--- src/rtl/pipeline_pkg.sv ---
// Shared RV32I pipeline encodings: writeback result sources and load funct3 codes.
// The decoder and the writeback stage both import this package.
package pipeline_pkg;

  typedef enum logic [1:0] {
    RES_ALU  = 2'b00,
    RES_LOAD = 2'b01,
    RES_PC4  = 2'b10,
    RES_IMM  = 2'b11
  } result_src_e;

  localparam logic [2:0] F3_LB  = 3'b000;
  localparam logic [2:0] F3_LH  = 3'b001;
  localparam logic [2:0] F3_LW  = 3'b010;
  localparam logic [2:0] F3_LBU = 3'b100;
  localparam logic [2:0] F3_LHU = 3'b101;

  function automatic logic isHalfLoad(input logic [2:0] funct3);
    return (funct3 == F3_LH) || (funct3 == F3_LHU);
  endfunction

endpackage

--- src/rtl/load_extend.sv ---
// Load data alignment: picks the byte/halfword lane from the loaded word,
// sign- or zero-extends it, and flags misaligned half/word accesses.
module load_extend
  import pipeline_pkg::*;
#(
  parameter int XLEN = 32
) (
  input  logic [2:0]      funct3,
  input  logic [1:0]      offset,
  input  logic [XLEN-1:0] word,
  output logic [XLEN-1:0] data,
  output logic            misalign
);

  logic [7:0]  byteSel;
  logic [15:0] halfSel;

  always_comb begin
    byteSel = word[8*offset +: 8];
    halfSel = offset[1] ? word[31:16] : word[15:0];
    data    = word;
    case (funct3)
      F3_LB:   data = {{(XLEN-8){byteSel[7]}}, byteSel};
      F3_LBU:  data = {{(XLEN-8){1'b0}}, byteSel};
      F3_LH:   data = {{(XLEN-16){halfSel[15]}}, halfSel};
      F3_LHU:  data = {{(XLEN-16){1'b0}}, halfSel};
      default: data = word;
    endcase
  end

  // Undefined funct3 codes fall through to the whole word without a flag.
  assign misalign = (isHalfLoad(funct3) && offset[0]) ||
                    ((funct3 == F3_LW) && (offset != 2'b00));

endmodule

--- src/rtl/writeback_unit.sv ---
// MEM/WB pipeline register plus writeback datapath: load extension, result
// select, register-file write enable, misaligned-load flag and retire counter.
module writeback_unit
  import pipeline_pkg::*;
#(
  parameter int XLEN   = 32,
  parameter int REG_AW = 5,
  parameter int CNT_W  = 64
) (
  input  logic              clk,
  input  logic              rst,
  input  logic              StallW,
  input  logic              FlushW,
  input  logic              ValidM,
  input  logic              RegWriteM,
  input  logic [1:0]        ResultSrcM,
  input  logic [2:0]        Funct3M,
  input  logic [REG_AW-1:0] RdM,
  input  logic [XLEN-1:0]   ALU_ResultM,
  input  logic [XLEN-1:0]   ReadDataM,
  input  logic [XLEN-1:0]   PCPlus4M,
  input  logic [XLEN-1:0]   ImmExtM,
  output logic              ValidW,
  output logic              RegWriteW,
  output logic [REG_AW-1:0] RdW,
  output logic [XLEN-1:0]   ResultW,
  output logic              MisalignW,
  output logic [CNT_W-1:0]  InstRetW
);

  logic            regWriteR;
  result_src_e     srcR;
  logic [2:0]      funct3R;
  logic [XLEN-1:0] aluR;
  logic [XLEN-1:0] readDataR;
  logic [XLEN-1:0] pcPlus4R;
  logic [XLEN-1:0] immR;
  logic [XLEN-1:0] loadData;
  logic            loadMisalign;

  // The counter tracks departures from W, so a stalled or flushed-while-stalled
  // instruction is not counted; a plain flush still lets the old one leave.
  always_ff @(posedge clk) begin
    if (rst) begin
      ValidW    <= 1'b0;
      regWriteR <= 1'b0;
      srcR      <= RES_ALU;
      funct3R   <= '0;
      RdW       <= '0;
      aluR      <= '0;
      readDataR <= '0;
      pcPlus4R  <= '0;
      immR      <= '0;
      InstRetW  <= '0;
    end else begin
      if (ValidW && !StallW)
        InstRetW <= InstRetW + CNT_W'(1);
      if (FlushW) begin
        ValidW    <= 1'b0;
        regWriteR <= 1'b0;
      end else if (!StallW) begin
        ValidW    <= ValidM;
        regWriteR <= RegWriteM;
        srcR      <= result_src_e'(ResultSrcM);
        funct3R   <= Funct3M;
        RdW       <= RdM;
        aluR      <= ALU_ResultM;
        readDataR <= ReadDataM;
        pcPlus4R  <= PCPlus4M;
        immR      <= ImmExtM;
      end
    end
  end

  load_extend #(.XLEN(XLEN)) u_load_extend (
    .funct3   (funct3R),
    .offset   (aluR[1:0]),
    .word     (readDataR),
    .data     (loadData),
    .misalign (loadMisalign)
  );

  always_comb begin
    ResultW = aluR;
    case (srcR)
      RES_ALU:  ResultW = aluR;
      RES_LOAD: ResultW = loadData;
      RES_PC4:  ResultW = pcPlus4R;
      RES_IMM:  ResultW = immR;
      default:  ResultW = aluR;
    endcase
  end

  assign MisalignW = ValidW && (srcR == RES_LOAD) && loadMisalign;
  assign RegWriteW = ValidW && regWriteR && (RdW != '0) && !MisalignW;

endmodule

--- config.mk ---
export PLATFORM = sky130hd
export DESIGN_NAME = writeback_unit
export DESIGN_NICKNAME = d
export VERILOG_FILES = /design/src/rtl/pipeline_pkg.sv /design/src/rtl/load_extend.sv /design/src/rtl/writeback_unit.sv
export SDC_FILE = /design/constraint.sdc
export NUM_CORES = 1
export LEC_CHECK = 0
export ABC_CLOCK_PERIOD_IN_PS = 2700
export CAP_MARGIN = 25
export CELL_PAD_IN_SITES_DETAIL_PLACEMENT = 1
export CELL_PAD_IN_SITES_GLOBAL_PLACEMENT = 1
export CORE_MARGIN = 3
export CORE_UTILIZATION = 35
export CTS_BUF_LIST = sky130_fd_sc_hd__clkbuf_4 sky130_fd_sc_hd__clkbuf_8 sky130_fd_sc_hd__clkbuf_16
export CTS_CLUSTER_DIAMETER = 120
export DETAILED_ROUTE_END_ITERATION = 10
export PLACE_DENSITY = 0.77
export SETUP_SLACK_MARGIN = 0.02
export SYNTH_ARGS = -nofsm -noshare
export SYNTH_HDL_FRONTEND = slang
export SYNTH_SLANG_ARGS = --single-unit
--- constraint.sdc ---
create_clock -name clk -period 2.7 [get_ports clk]
set_input_delay 0.405 -clock clk [delete_from_list [all_inputs] [get_ports clk]]
set_output_delay 0.405 -clock clk [all_outputs]
set_load 0.03 [all_outputs]
## Word-level counts from Yosys, hierarchy flattened

Index checks and enable logic that the tools add are counted.

| word-level totals | value |
|---|---|
| memories | 0 |
| flip-flop bits (word level) | 204 |
| output and inout bits | 104 |
| memory bits (read-only) | 0 |
| latch bits | 0 |
| memory bits (writable) | 0 |
| bits of input ports | 144 |

| cells by class | value |
|---|---|
| eq/ne operators | 7 |
| bitwise logic cells | 2 |
| multiplexer cells | 3 |
| $lt $le $gt $ge | 0 |
| reductions and logical operators | 18 |
| multipliers | 0 |
| divide/modulo/power cells | 0 |
| add/sub/neg operators | 1 |
| shift operators | 1 |

Operator list:

| operator | count |
|---|---|
| case mux 32 bit (4 select lines) | 2 |
| adder 64 x 1 -> 64 bit, second input constant | 1 |
| indexed part select 32 x 6 -> 8 bit | 1 |
| two-way mux 16 bit | 1 |
| logical AND 1 bit | 8 |
| equality test 3 bit, second input constant | 2 |
| nonzero test 5 bit | 1 |
| equality test 2 bit, second input constant | 2 |
| equality test 3 x 1 -> 1 bit, second input constant | 1 |
| equality test 3 x 2 -> 1 bit, second input constant | 1 |
| logical NOT 3 bit | 1 |
| equality test 2 x 1 -> 1 bit, second input constant | 1 |
| logical NOT 1 bit | 2 |
| logical NOT 2 bit | 1 |
| logical OR 1 bit | 2 |
| NOT 1 bit | 2 |
| AND reduction 2 bit | 1 |
| nonzero test 2 bit | 1 |
| OR reduction 2 bit | 1 |

## Depth between registers and ports, before layout

| depth | value |
|---|---|
| depth after elaboration | 7 |
| gate-level depth with buffers | 7 |

## Hierarchy

From an unflattened synthesis, not the netlist that was laid out.

| second synthesis, totals | value |
|---|---|
| cell total of the unflattened synthesis | 1150 |
| area total of the unflattened synthesis | 9469.1 um^2 |

By module, submodules not included:

| module | cells an instance | times used | area an instance (um^2) |
|---|---|---|---|
| writeback_unit | 1008 | 1 | 8514.4 |
| load_extend | 142 | 1 | 954.7 |

## Least setup slack after synthesis

OpenSTA, ideal clock, no wires.

| timing | value |
|---|---|
| path kind | reg2out |
| start | register srcR[0] |
| end | output ResultW[10] |
| path slack | -0.004 ns |
| stages on the path, launching flop included | 6 |
| arrival time | 2.299 ns |
| cell sequence | dfxtp_1 > clkbuf_1 > clkbuf_1 > clkbuf_1 > o21ai_0 > o31ai_1 |

| on the way | value |
|---|---|
| longest elaborated chain between the ends | 2 |
| elaborated cells on any way between the ends | 5 |
| classes of those cells | eq/ne: 3; mux: 1; reduce/logical: 1 |

RTL lines:

| element | line | RTL |
|---|---|---|
| start: declaration | writeback_unit.sv:32 | `result_src_e srcR;` |
| start signal: assignment | writeback_unit.sv:64 | `srcR <= result_src_e'(ResultSrcM);` |
| equality test 2 bit (tied with other cells) | writeback_unit.sv:85 | `case (srcR)` |
| case mux 32 bit (4 select lines) (*) | writeback_unit.sv:85 |  |
| end: declaration | writeback_unit.sv:26 | `output logic [XLEN-1:0] ResultW,` |

Every way passes the cells marked *; elsewhere a longest branch is shown, timed or not.

## Worst setup path after layout

| timing | value |
|---|---|
| start | register aluR[0] |
| end | output ResultW[5] |

| on the way | value |
|---|---|
| longest elaborated chain between the ends | 3 |

RTL lines:

| element | line | RTL |
|---|---|---|
| start: declaration | writeback_unit.sv:34 | `logic [XLEN-1:0] aluR;` |
| start signal: assignment | writeback_unit.sv:67 | `aluR <= ALU_ResultM;` |
| indexed part select 32 x 6 -> 8 bit | load_extend.sv:19 | `byteSel = word[8*offset +: 8];` |
| case mux 32 bit (4 select lines) | load_extend.sv:22 | `case (funct3)` |
| case mux 32 bit (4 select lines) | writeback_unit.sv:85 |  |

No other way between the ends.

==> Flow_metrics.wiki <==
{| class="wikitable"
! Metric !! Value
|-
| Initial antenna violation count || 2
|-
| Critical path data required time || 2.30 ns
|-
| Compound-cell area share of the yosys netlist || 0.171
|-
| Initial Util || 0.362
|-
| Critical path launch point type || flop
|-
| First-pass GRT wire length || 53.6 mm
|-
| Warnings from Yosys || 0
|-
| Bufs and invs on worst path || 3
|-
| Average footprint of a synthesized cell || 7.92 sq um
|-
| Iteration-0 DRC count of the detailed router || 506
|-
| Final WS setup || 0.0439 ns
|-
| Number of top-level design ports || 248
|-
| Worst voltage drop across the vdd grid || 0.000393 V
|-
| Setup CP Type || flop to output pin
|-
| Cell Count, Final, Fillers Out || 1,743
|-
| Area of the die || 28,400 sq um
|-
| Cell area after placement || 12,300 sq um
|-
| Clk Tree Root Cell || sky130_fd_sc_hd__clkbuf_16
|-
| Most used cells in the layout excluding fill and tap cells || sky130_fd_sc_hd__nand2_1, sky130_fd_sc_hd__clkdlybuf4s50_1, sky130_fd_sc_hd__dfxtp_1
|-
| Height of the die || 168 microns
|-
| Setup-violating endpoint count in the final report || 0
|-
| Hpwl dp || 24.9 mm
|-
| Worst setup timing slack at the placement stage || 0.111 ns
|-
| Most common library cell in the layout ignoring fill and taps || sky130_fd_sc_hd__nand2_1
|-
| Synthesis-stage register bit count || 204
|-
| Clock period minus final worst setup slack || 2.66 ns
|-
| Number of hold violations in the final report || 0
|-
| Final critical-path share of the clock period || 0.984
|-
| Routed wirelength normalized by instance count || 19.8 microns
|-
| Peak per-stage delay on the critical path || 0.49 ns
|-
| Register-to-register setup slack || 0.20 ns
|-
| Count of standard-cell rows || 58
|-
| CTS Buf Count || 23
|-
| Share of flip-flops with an asynchronous set or reset after synthesis || 0
|-
| Routability cong. || 0.841
|-
| Fmax || 376 MHz
|-
| Count of port buffers added during placement || 247
|-
| Number of remaining DRC errors || 0
|-
| Via/cell ratio || 5.40
|-
| Layout Area Growth over Synthesis || 43.6%
|-
| Unrepaired setup endpoints after global routing || true
|-
| Final nets || 1,542
|-
| Total length of routed wires || 34.5 mm
|-
| Largest net degree at the start of global routing || 72
|-
| TritonCTS clock tree || built
|-
| Post-Route Setup TNS || 0 ns
|-
| Main synth FF type || sky130_fd_sc_hd__dfxtp_1
|-
| Min-Delay Path Class || input pin to flop
|-
| ANT cells || 0
|-
| Floorplan core area || 25,500 sq um
|-
| Hold_ws || 0.331 ns
|-
| Leakage power || 4.62 nW
|-
| Initial DRT Pass Iterations || 5
|-
| Number of levels in the clock H-tree || 1
|-
| Crit-path most repeated cell || sky130_fd_sc_hd__buf_6
|-
| Post-Synth XOR/XNOR Area || 0.0370
|-
| Placed Cells || 1,700
|-
| Total vias in the final route || 9,412
|-
| Number of nets in the synthesized netlist || 1,311
|-
| Share of Yosys cell area claimed by the top area cell type || 0.442
|-
| Post-synthesis sequential area ratio || 0.442
|-
| Overflow left after global routing || 0
|-
| Number of sinks driven by the clock tree || 204
|-
| Worst Path Arrival || 2.25 ns
|-
| Post-CTS Hold Fix Bufs || 0
|-
| Crit end category || output pin
|-
| Number of fill cells in the layout || 3,000
|-
| Gate count after technology mapping || 1,166
|-
| Layout cells sized above 1 || 0.130
|-
| Pwr/cell area || 556 nW/um^2
|-
| Share of synthesized cell area in full adder, half adder and majority cells || 0.00135
|-
| Mux cell area share after synthesis || 0.0620
|-
| Die Wd || 168 microns
|-
| Share of the core filled with cells || 0.519
|-
| Critical path, cell by cell || buf_6, nand2b_4, a21oi_1, buf_4, o221a_2, mux4_2, buf_6
|-
| Summed instance area of the synthesized netlist || 9240 sq um
|-
| Transition time at the pin with the least slew margin || 0.592 ns
|-
| Buffer depth of the longest clock path || 3
|-
| Fraction of the mapped netlist area in simple logic gates || 0.251
|-
| Post-synth EDFFs || 0
|-
| Power after layout || 7.37 mW
|-
| Leading area contributor after synthesis || sky130_fd_sc_hd__dfxtp_1
|-
| Clock latency at the later pin of the worst-skew pair || 0.51 ns
|-
| Post-route clock skew || 0.00684 ns
|-
| Total count of max-transition violations in the final report || 0
|-
| Final ANT Viol Nets || 0
|-
| Yosys cell types || 45
|-
| Dominant combinational cell family by area after synthesis || simple AND/OR/NAND/NOR gates
|-
| Slew HR || 0.601
|-
| Maxcap violations || 0
|-
| Outcome || finished clean
|-
| Final instance area || 13,300 sq um
|-
| Vias in the first global route || 9,615
|-
| CTS clock-pin slew for the worst setup and hold paths || 0.06 ns
|-
| Max Fanout on Critical Path || 8
|-
| Cells taking the most area after synthesis || sky130_fd_sc_hd__dfxtp_1, sky130_fd_sc_hd__nand2_1, sky130_fd_sc_hd__a21oi_1
|-
| Global Route Usage Sum || 0.233
|-
| Standard cell with the maximum stage delay on the critical path || sky130_fd_sc_hd__mux4_2
|-
| Category of cells accounting for the largest share of critical-path delay || multiplexers
|}
-- cells by family (layout without fill, tap and decap cells) --
| group | after synthesis | in the layout |
|---|---|---|
| buffers and inverters | 89 | 336 |
| multiplexers | 46 | 46 |
| AND/OR/NAND/NOR | 514 | 514 |
| AO/OA/AOI/OAI | 273 | 273 |
| adder cells (fa/ha/maj) | 1 | 1 |
| flip-flops | 204 | 204 |
| XOR/XNOR | 39 | 39 |
-- timing repair --
action	in CTS	in global routing
pin swaps	0	1
endpoints found under the setup margin	26	30
setup buffers	0	1
gates resized for setup	49	15
hold endpoints to repair	0	0
cloned	0	1
-- where the power goes --
part | total (mW) | switching [mW] | internal (mW) | leakage [nW]
clock network | 3.19 | 1.27 | 1.92 | 0.394
registers | 3.18 | 0.0771 | 3.11 | 1.66
logic | 0.996 | 0.507 | 0.489 | 2.56
-- Yosys cell counts, drive strengths merged (10+ instances only) --
library cell / number
nand2: 314
dfxtp: 204
a21oi: 182
clkbuf: 78
nor2: 51
nand4: 33
o21ai: 30
mux2i: 28
or3: 26
nand3: 23
xor2: 21
xnor2: 18
o22a: 16
a211oi: 15
nor3: 15
nor4: 14
mux2: 10
o31ai: 10
-- state kept, by name, summed over array words and instances, names as in the netlist --
register   count
InstRetW      64
aluR          32
immR          32
pcPlus4R      32
readDataR     32
RdW            5
funct3R        3
srcR           2
ValidW         1
regWriteR      1
-- layer usage --
metal	wire length, microns	vias up	track usage	part of all wire
met4	829	4	0.0559	0.024
met1	14800	4560	0.304	0.43
met3	2000	62	0.0444	0.058
li1	-	4527	-	-
met2	16900	259	0.401	0.49
met5	23	-	0	0.00067
-- path summary, 6_finish.rpt --
kind                              startpoint           end  cells after the start
worst min register to register   pcPlus4R[7]   pcPlus4R[7]                      2
worst min-delay path                     rst  InstRetW[40]                      2
worst max-delay path                 aluR[0]    ResultW[5]                      7
worst max register to register  InstRetW[10]  InstRetW[44]                      5
-- layout make-up --
class | count | area (sq um) | area share
clock buffer | 35 | 716 | 0.0540
sequential | 204 | 4100 | 0.309
clock inverter | 6 | 58.8 | 0.00443
multi-input combinational | 873 | 4970 | 0.375
timing repair buffer | 289 | 2990 | 0.225
inverter | 6 | 22.5 | 0.00170
tap | 330 | 413 | 0.0311
(Power assumes the default switching activity.)
